==> src/rtl/mc_ctrl_pkg.sv <==
// rtl/mc_ctrl_pkg.sv - shared encodings for the RV32I multi-cycle control sequencer
package mc_ctrl_pkg;

    typedef enum logic [2:0] {
        ST_FETCH,
        ST_DECODE,
        ST_EXEC,
        ST_MEM,
        ST_WB,
        ST_TRAP
    } state_e;

    typedef enum logic [3:0] {
        CL_R,
        CL_IALU,
        CL_LOAD,
        CL_STORE,
        CL_BRANCH,
        CL_JAL,
        CL_JALR,
        CL_LUI,
        CL_AUIPC
    } iclass_e;

    localparam logic [6:0] OP_R      = 7'b0110011;
    localparam logic [6:0] OP_IALU   = 7'b0010011;
    localparam logic [6:0] OP_LOAD   = 7'b0000011;
    localparam logic [6:0] OP_STORE  = 7'b0100011;
    localparam logic [6:0] OP_BRANCH = 7'b1100011;
    localparam logic [6:0] OP_JAL    = 7'b1101111;
    localparam logic [6:0] OP_JALR   = 7'b1100111;
    localparam logic [6:0] OP_LUI    = 7'b0110111;
    localparam logic [6:0] OP_AUIPC  = 7'b0010111;

    localparam logic [2:0] IMM_I  = 3'd0;
    localparam logic [2:0] IMM_IU = 3'd1;
    localparam logic [2:0] IMM_SH = 3'd2;
    localparam logic [2:0] IMM_S  = 3'd3;
    localparam logic [2:0] IMM_B  = 3'd4;
    localparam logic [2:0] IMM_U  = 3'd5;
    localparam logic [2:0] IMM_J  = 3'd6;

    localparam logic [1:0] PC_PLUS4 = 2'd0;
    localparam logic [1:0] PC_REL   = 2'd1;
    localparam logic [1:0] PC_JALR  = 2'd2;

    localparam logic [1:0] WB_ALU  = 2'd0;
    localparam logic [1:0] WB_LOAD = 2'd1;
    localparam logic [1:0] WB_PC4  = 2'd2;

endpackage

==> src/rtl/inst_decode.sv <==
// rtl/inst_decode.sv - combinational opcode/funct3 to class, immediate format and illegal flag
module inst_decode
    import mc_ctrl_pkg::*;
(
    input  logic [6:0] opcode_i,
    input  logic [2:0] funct3_i,
    output iclass_e    class_o,
    output logic [2:0] imm_type_o,
    output logic       illegal_o
);

    always_comb begin
        class_o    = CL_R;
        imm_type_o = IMM_I;
        illegal_o  = 1'b0;
        case (opcode_i)
            OP_R:      class_o = CL_R;
            OP_IALU: begin
                class_o = CL_IALU;
                if (funct3_i == 3'b011)
                    imm_type_o = IMM_IU;
                else if (funct3_i == 3'b001 || funct3_i == 3'b101)
                    imm_type_o = IMM_SH;
            end
            OP_LOAD:   class_o = CL_LOAD;
            OP_STORE: begin
                class_o    = CL_STORE;
                imm_type_o = IMM_S;
            end
            OP_BRANCH: begin
                class_o    = CL_BRANCH;
                imm_type_o = IMM_B;
            end
            OP_JAL: begin
                class_o    = CL_JAL;
                imm_type_o = IMM_J;
            end
            OP_JALR:   class_o = CL_JALR;
            OP_LUI: begin
                class_o    = CL_LUI;
                imm_type_o = IMM_U;
            end
            OP_AUIPC: begin
                class_o    = CL_AUIPC;
                imm_type_o = IMM_U;
            end
            default:   illegal_o = 1'b1;
        endcase
    end

endmodule

==> src/rtl/mc_ctrl.sv <==
// rtl/mc_ctrl.sv - multi-cycle fetch/decode/exec/mem/wb sequencer with retire counter
module mc_ctrl
    import mc_ctrl_pkg::*;
(
    input  logic        clk,
    input  logic        rst,
    input  logic [31:0] inst,
    input  logic        br_taken,
    output logic        imem_req,
    input  logic        imem_ack,
    output logic        dmem_req,
    output logic        dmem_we,
    input  logic        dmem_ack,
    output logic        ir_en,
    output logic        pc_en,
    output logic [1:0]  pc_sel,
    output logic        rf_we,
    output logic [1:0]  wb_sel,
    output logic [2:0]  imm_type,
    output logic        trap,
    output logic [31:0] instret
);

    state_e      state_q, state_d;
    iclass_e     class_q, class_d;
    logic [31:0] instret_q, instret_d;
    logic        retire;

    iclass_e     dec_class;
    logic [2:0]  dec_imm;
    logic        dec_illegal;
    logic        unused_inst_bits;

    assign unused_inst_bits = ^inst[31:15];

    inst_decode u_decode (
        .opcode_i   (inst[6:0]),
        .funct3_i   (inst[14:12]),
        .class_o    (dec_class),
        .imm_type_o (dec_imm),
        .illegal_o  (dec_illegal)
    );

    // Outputs decode the current state directly so reset and ack take effect in the same cycle.
    always_comb begin
        state_d  = state_q;
        class_d  = class_q;
        retire   = 1'b0;
        imem_req = 1'b0;
        dmem_req = 1'b0;
        dmem_we  = 1'b0;
        ir_en    = 1'b0;
        pc_en    = 1'b0;
        pc_sel   = PC_PLUS4;
        rf_we    = 1'b0;
        wb_sel   = WB_ALU;
        imm_type = IMM_I;
        if (!rst) begin
            case (state_q)
                ST_FETCH: begin
                    imem_req = 1'b1;
                    ir_en    = imem_ack;
                    if (imem_ack)
                        state_d = ST_DECODE;
                end
                ST_DECODE: begin
                    imm_type = dec_imm;
                    class_d  = dec_class;
                    state_d  = dec_illegal ? ST_TRAP : ST_EXEC;
                end
                ST_EXEC: begin
                    imm_type = dec_imm;
                    if (class_q == CL_BRANCH) begin
                        pc_en   = 1'b1;
                        pc_sel  = br_taken ? PC_REL : PC_PLUS4;
                        retire  = 1'b1;
                        state_d = ST_FETCH;
                    end else if (class_q == CL_LOAD || class_q == CL_STORE) begin
                        state_d = ST_MEM;
                    end else begin
                        state_d = ST_WB;
                    end
                end
                ST_MEM: begin
                    imm_type = dec_imm;
                    dmem_req = 1'b1;
                    dmem_we  = (class_q == CL_STORE);
                    if (dmem_ack) begin
                        if (class_q == CL_STORE) begin
                            pc_en   = 1'b1;
                            retire  = 1'b1;
                            state_d = ST_FETCH;
                        end else begin
                            state_d = ST_WB;
                        end
                    end
                end
                ST_WB: begin
                    imm_type = dec_imm;
                    rf_we    = (inst[11:7] != 5'd0);
                    pc_en    = 1'b1;
                    retire   = 1'b1;
                    state_d  = ST_FETCH;
                    case (class_q)
                        CL_LOAD: wb_sel = WB_LOAD;
                        CL_JAL:  begin wb_sel = WB_PC4; pc_sel = PC_REL;  end
                        CL_JALR: begin wb_sel = WB_PC4; pc_sel = PC_JALR; end
                        default: ;
                    endcase
                end
                default: ;
            endcase
        end
    end

    assign instret_d = retire ? instret_q + 32'd1 : instret_q;
    assign instret   = rst ? 32'd0 : instret_q;
    assign trap      = !rst && (state_q == ST_TRAP);

    always_ff @(posedge clk) begin
        if (rst) begin
            state_q   <= ST_FETCH;
            class_q   <= CL_R;
            instret_q <= 32'd0;
        end else begin
            state_q   <= state_d;
            class_q   <= class_d;
            instret_q <= instret_d;
        end
    end

endmodule

==> config.mk <==
export PLATFORM = sky130hd
export DESIGN_NAME = mc_ctrl
export DESIGN_NICKNAME = d
export VERILOG_FILES = /design/src/rtl/mc_ctrl_pkg.sv /design/src/rtl/inst_decode.sv /design/src/rtl/mc_ctrl.sv
export SDC_FILE = /design/constraint.sdc
export NUM_CORES = 1
export LEC_CHECK = 0
export ABC_AREA = 1
export BUFFER_PORTS_ARGS = -buffer_cell sky130_fd_sc_hd__buf_2
export CAP_MARGIN = 20
export CORE_MARGIN = 4
export CORE_UTILIZATION = 25
export CTS_CLUSTER_SIZE = 10
export DETAILED_ROUTE_END_ITERATION = 16
export REMOVE_ABC_BUFFERS = 1
export SYNTH_ARGS = -nofsm -noshare
export SYNTH_HDL_FRONTEND = slang
export SYNTH_SLANG_ARGS = --single-unit
==> constraint.sdc <==
create_clock -name clk -period 1.8 [get_ports clk]
set_input_delay 0.09 -clock clk [delete_from_list [all_inputs] [get_ports clk]]
set_output_delay 0.09 -clock clk [all_outputs]
set_load 0.01 [all_outputs]
# After elaboration in Yosys (flattened, before gate mapping)
# Cells that the tools add are included.
[word_totals]
ff_bits = 39
inputBits = 37
out_inout_bits = 46
word_cells = 77
[classes]
addsub = 1
eq_ne = 24
mux = 37
reduce_logical = 12
[ops]
columns = ["cell", "count"]
rows = [
  ["$add A32 B1 Y32 const B", 1],
  ["$mux W32", 1],
  ["$pmux W4 S8", 1],
  ["$pmux W3 S5", 2],
  ["$mux W3", 9],
  ["$eq A7 B6 Y1 const B", 3],
  ["$eq A7 B7 Y1 const B", 3],
  ["$mux W1", 16],
  ["$eq A7 B5 Y1 const B", 2],
  ["$eq A4 B3 Y1 const B", 3],
  ["$pmux W2 S2", 3],
  ["$reduce_bool A5 Y1", 2],
  ["$eq A3 B2 Y1 const B", 3],
  ["$eq A3 B3 Y1 const B", 3],
  ["$reduce_or A9 Y1", 1],
  ["$eq A4 B2 Y1 const B", 2],
  ["$mux W2", 4],
  ["$eq A7 B2 Y1 const B", 1],
  ["$eq A3 B1 Y1 const B", 2],
  ["$ne A2 B2 Y1 const B", 2],
  ["$reduce_or A2 Y1", 2],
  ["$reduce_or A4 Y1", 1],
  ["$logic_not A3 Y1", 1],
  ["$pmux W1 S3", 1],
  ["other kinds (4)", 5],
]

# Logic depth before layout (Yosys ltp)
[logic_depth]
ltp_word = 7
ltp_mapped = 11
mapped_depth_nobuf = 10

# Cells and area by module
# From an unflattened synthesis, not the netlist that was laid out.
[hier_totals]
hier_cells = 497
hier_area_um2 = 2942.8
[by_module_without_submodules]
columns = ["mod", "instances", "cells_per_inst", "area_each_um2", "seq_area_each_um2"]
rows = [
  ["mc_ctrl", 1, 445, 2641.3, 780.7],
  ["inst_decode", 1, 52, 301.5, 0.0],
]

# Least setup slack after synthesis
# Ideal clock, no wire load.
[synth_path]
path_kind = "register to register"
start = "register instret_q[1]"
end = "register instret_q[26]"
setup_ns = 0.132
arrival_ns = 1.304
t_required_ns = 1.668
setup_slack_ns = 0.364
path_stages_with_launch = 11
path_buffers = 0
period_less_slack_ns = 1.436
path_cell_list = "dfxtp_1 -> ha_1 -> nand3_1 -> inv_2 -> nand2_1 -> nor2_2 -> nand2_1 -> nand2_1 -> nand2_1 -> nand2_1 -> a21oi_1"
[synth_between]
elab_chain_cells = 1
[synth_lines]
columns = ["item", "line", "rtl"]
rows = [
  ["from (decl)", "mc_ctrl.sv:26", "logic [31:0] instret_q, instret_d;"],
  ["from (signal assigned)", "mc_ctrl.sv:128", "instret_q <= instret_d;"],
  ["$add A32 B1 Y32", "mc_ctrl.sv:116", "assign instret_d = retire ? instret_q + 32'd1 : instret_q;"],
]
# Every way passes these cells.
# A chain may end at the register's enable or synchronous reset.

# Worst setup path in the final report
[layout_path]
start = "register class_q[2]"
end = "output port pc_en"
[layout_between]
elab_chain_cells = 5
elab_cells_between_ends = 7
classes_between = "eq/ne: 2; mux: 5"
[layout_lines]
columns = ["item", "line", "rtl"]
rows = [
  ["from (decl)", "mc_ctrl.sv:25", "iclass_e class_q, class_d;"],
  ["from (signal assigned)", "mc_ctrl.sv:127", "class_q <= class_d;"],
  ["$eq A4 B2 Y1", "mc_ctrl.sv:89", "if (class_q == CL_STORE) begin"],
  ["$mux W1", "mc_ctrl.sv:89", ""],
  ["$mux W1", "mc_ctrl.sv:88", "if (dmem_ack) begin"],
  ["$pmux W1 S3 *", "mc_ctrl.sv:59", "case (state_q)"],
  ["$mux W1 *", "mc_ctrl.sv:58", "if (!rst) begin"],
  ["to (decl)", "mc_ctrl.sv:15", "output logic pc_en,"],
]
# Mark *: on every way between the ends. The rest lies on a longest branch, timed or not.

==> reports/results.txt <==
final-stage net count: 637
Max-Cap Viols: 0
Clock Skew: 0.008917 ns
total grt overflow: 0
RSZ-0062 raised after global routing: false
r2r startpoint: instret_q[1]
CP peak stage delay: 0.40 ns
switch share: 26.78%
ys flop type: dfxtp_1
vias: 3,235
maximum vdd drop: 317.4 µV
share of layout cells above drive strength 1: 16.89%
Clk network pwr share: 41.8%
Avg Inst Size Synth: 5.569 µm²
cell family with most CP delay: simple AND/OR/NAND/NOR gates
core area: 0.01152 mm²
stages on the worst setup path: 8
total CTS buffers: 5
Simple-Gate Fraction of Synth Area: 50.08%
Routed Antenna Nets: 0
diodes inserted: 0
mux contribution to synthesized area: 0%
NetSw: 536.0 µW
Core Rows: 39
width of the die: 116.9 µm
IO Pins: 83
area leader, netlist: dfxtp_1
Tmin final: 1.641 ns
hpwl dp: 6.478 mm
Worst Path Buf+Inv: 2
Initial Utilization: 25.73%
R2R setup slack: 0.22 ns
CTS sink count: 39
compound-gate portion of the synthesized area: 8.066%
post-cts resize count: 0
CP required: 1.71 ns
final wirelength: 8.137 mm
Worst-Skew Late Latency: 0.28 ns
post-CTS setup buffer count: 0
slew margin rel.: 64.25%
crit-path cells: nand2_1 > nor2_2 > nand2_2 > nand2_2 > nor2_2 > nor2_4 > buf_12 > buf_2
top cell type's share of synthesized area: 26.35%
Detailed Routing Iterations Pass 1: 4
number of global-route vias before repair: 2,917
CP startpoint kind: flop
Setup violations, final: 0
endpoint class of the critical path: primary output
CTS root buffer: clkbuf_16
dpl cells: 735
final slew viol count: 0
synth cell count leaders: nand2_1, nor2_1, inv_1, dfxtp_1
leakage: 0.001500 µW
pin count of the biggest net entering global routing: 46
final cell count without fillers: 741
total power draw: 2001 µW
Hold Crit Depth: 2
CTS tree: done
Port Buffers: 65
number of cells on the worst reg-to-reg path: 10
hold-fix buffer count after cts: 0
Total GRT Usage: 12.20%
first-pass GRT wire length: 13.63 mm
Post-synth EDFFs: 0
highest clock rate: 0.6093 GHz
Synth cell types: 34
Comb power frac: 13.3%
ranking of synthesized cells by area: dfxtp_1, nand2_1, nor2_1
die height: 116.9 µm
Worst-path clk slew: 0.06 ns
power share of the sequential group: 44.9%
largest family of logic cells by synthesized area: simple AND/OR/NAND/NOR gates
Routed WL per cell: 10.98 µm
drt drc: 0
cell with the largest stage delay on the worst path: dfxtp_1
Hold Path End: instret_q[2]
Arr. time, crit path: 1.55 ns
detailed router's first-iteration violation count: 161
vias per inst: 4.366
pwr/cell area: 556.4 mW/mm²
CP max FO: 19
R2R Path End: instret_q[26]
Slew @ Worst Pin: 0.5322 ns
Cell Area, Synth: 0.002963 mm²
setup_tns: 0 ns
xor and xnor area share after synthesis: 4.139%
RePlAce Congestion: 0.8863
die area: 0.01366 mm²
ys async rst share: 0%
synthesized netlist cell count: 532
Hold WC Path Type: primary input to flop
sequential share of the synthesized area: 26.35%
area grow syn2layout: 21.41%
Hold Vio Cnt, Final: 0
CP Class: flop to primary output
clock tree buffer depth: 2
Final period util: 91.18%
status: completed
Hold Crit Start: rst
Yosys reg bits: 39
depth of the CTS H-tree: 2
initial antenna violation count: 0
Yosys warning total: 0
top-count cell post-synth: nand2_1
total internal power: 1465 µW
Finished Core Util: 31.24%
Synth Area in Adders: 0.4223%
## sequential cells by signal (all words and copies together) (netlist names)
register / count
instret_q: 32
state_q: 3
class_q: 4
## routing by layer
metal	vias to the layer above	share of wire, %	global-route usage (%)
li1	1787	-	-
met3	6	4.4	1.851
met2	64	42	19.45
met1	1378	52	17.30
met4	0	0.96	2.982
met5	-	0	0
## worst max-delay path by stage
| stage | endpoint | slack [ns] | from |
|---|---|---|---|
| 6_report | pc_en | 0.16 | class_q[2] |
| 5_1_grt | pc_en | 0.006 | class_q[3] |
| 4_1_cts | pc_en | 0.006 | state_q[0] |
| 3_5_place_dp | instret_q[26] | 0.22 | instret_q[1] |
| 3_3_place_gp | instret_q[26] | 0.25 | instret_q[0] |
| 2_1_floorplan | instret_q[21] | 0.27 | state_q[1] |
## power groups by stage
stage	clock network [µW]	logic, µW	registers [µW]
finish	837	266	898
global route	899	308	901
CTS	860	264	897
detailed placement	0	263	916
global placement	0	263	916
floorplan	0	157	913
## through the flow
stage	hold WS, ns	area, µm²	worst slack [ns]
6_report	0.07368	3597	0.1588
5_1_grt	0.08244	3597	0.006409
4_1_cts	0.07128	3576	0.005587
3_5_place_dp	0.3586	3443	0.2228
3_3_place_gp	0.3599	3443	0.2466
2_1_floorplan	0.1524	2864	0.2658
## worst register-to-register path, stage by stage, from the launching register on
cell and delay (ns):
dfxtp_1 0.38, ha_1 0.28, nand3_1 0.14, inv_2 0.12, nand2_1 0.10, nor2_2 0.16
nand2_1 0.07, nand2_1 0.06, nand2_1 0.05, nand2_1 0.05, a21oi_1 0.06
## layout by cell type (no fill, tap or decap), types with 2 or more instances in the layout
cell type  count
a21oi_1       35
buf_2         65
buf_4          9
clkbuf_16      5
dfxtp_1       38
inv_1         58
inv_2          2
nand2_1      178
nand2_2        2
nand3_1       34
nand3_2        2
nand4_1        7
nor2_1       108
nor2_2         9
nor3_1         8
nor4_1         2
o21ai_0        5
xor2_1        14
## final cells by class
class	instances	area, µm²
Fill cell	1340	7919
Multi-Input combinational cell	418	1866
Sequential cell	39	782.0
Timing Repair Buffer	75	412.9
Inverter	60	225.2
Tap cell	143	178.9
Clock buffer	5	125.1
Clock inverter	1	7.507
## logic make-up (layout without fill, tap and decap cells)
group / count (synthesis) / in the layout
AO/OA/AOI/OAI: 45 / 45
adder cells (fa/ha/maj): 1 / 1
XOR/XNOR: 14 / 14
flip-flops: 39 / 39
buffers and inverters: 75 / 141
AND/OR/NAND/NOR: 358 / 358
(Power assumes the default switching activity.)
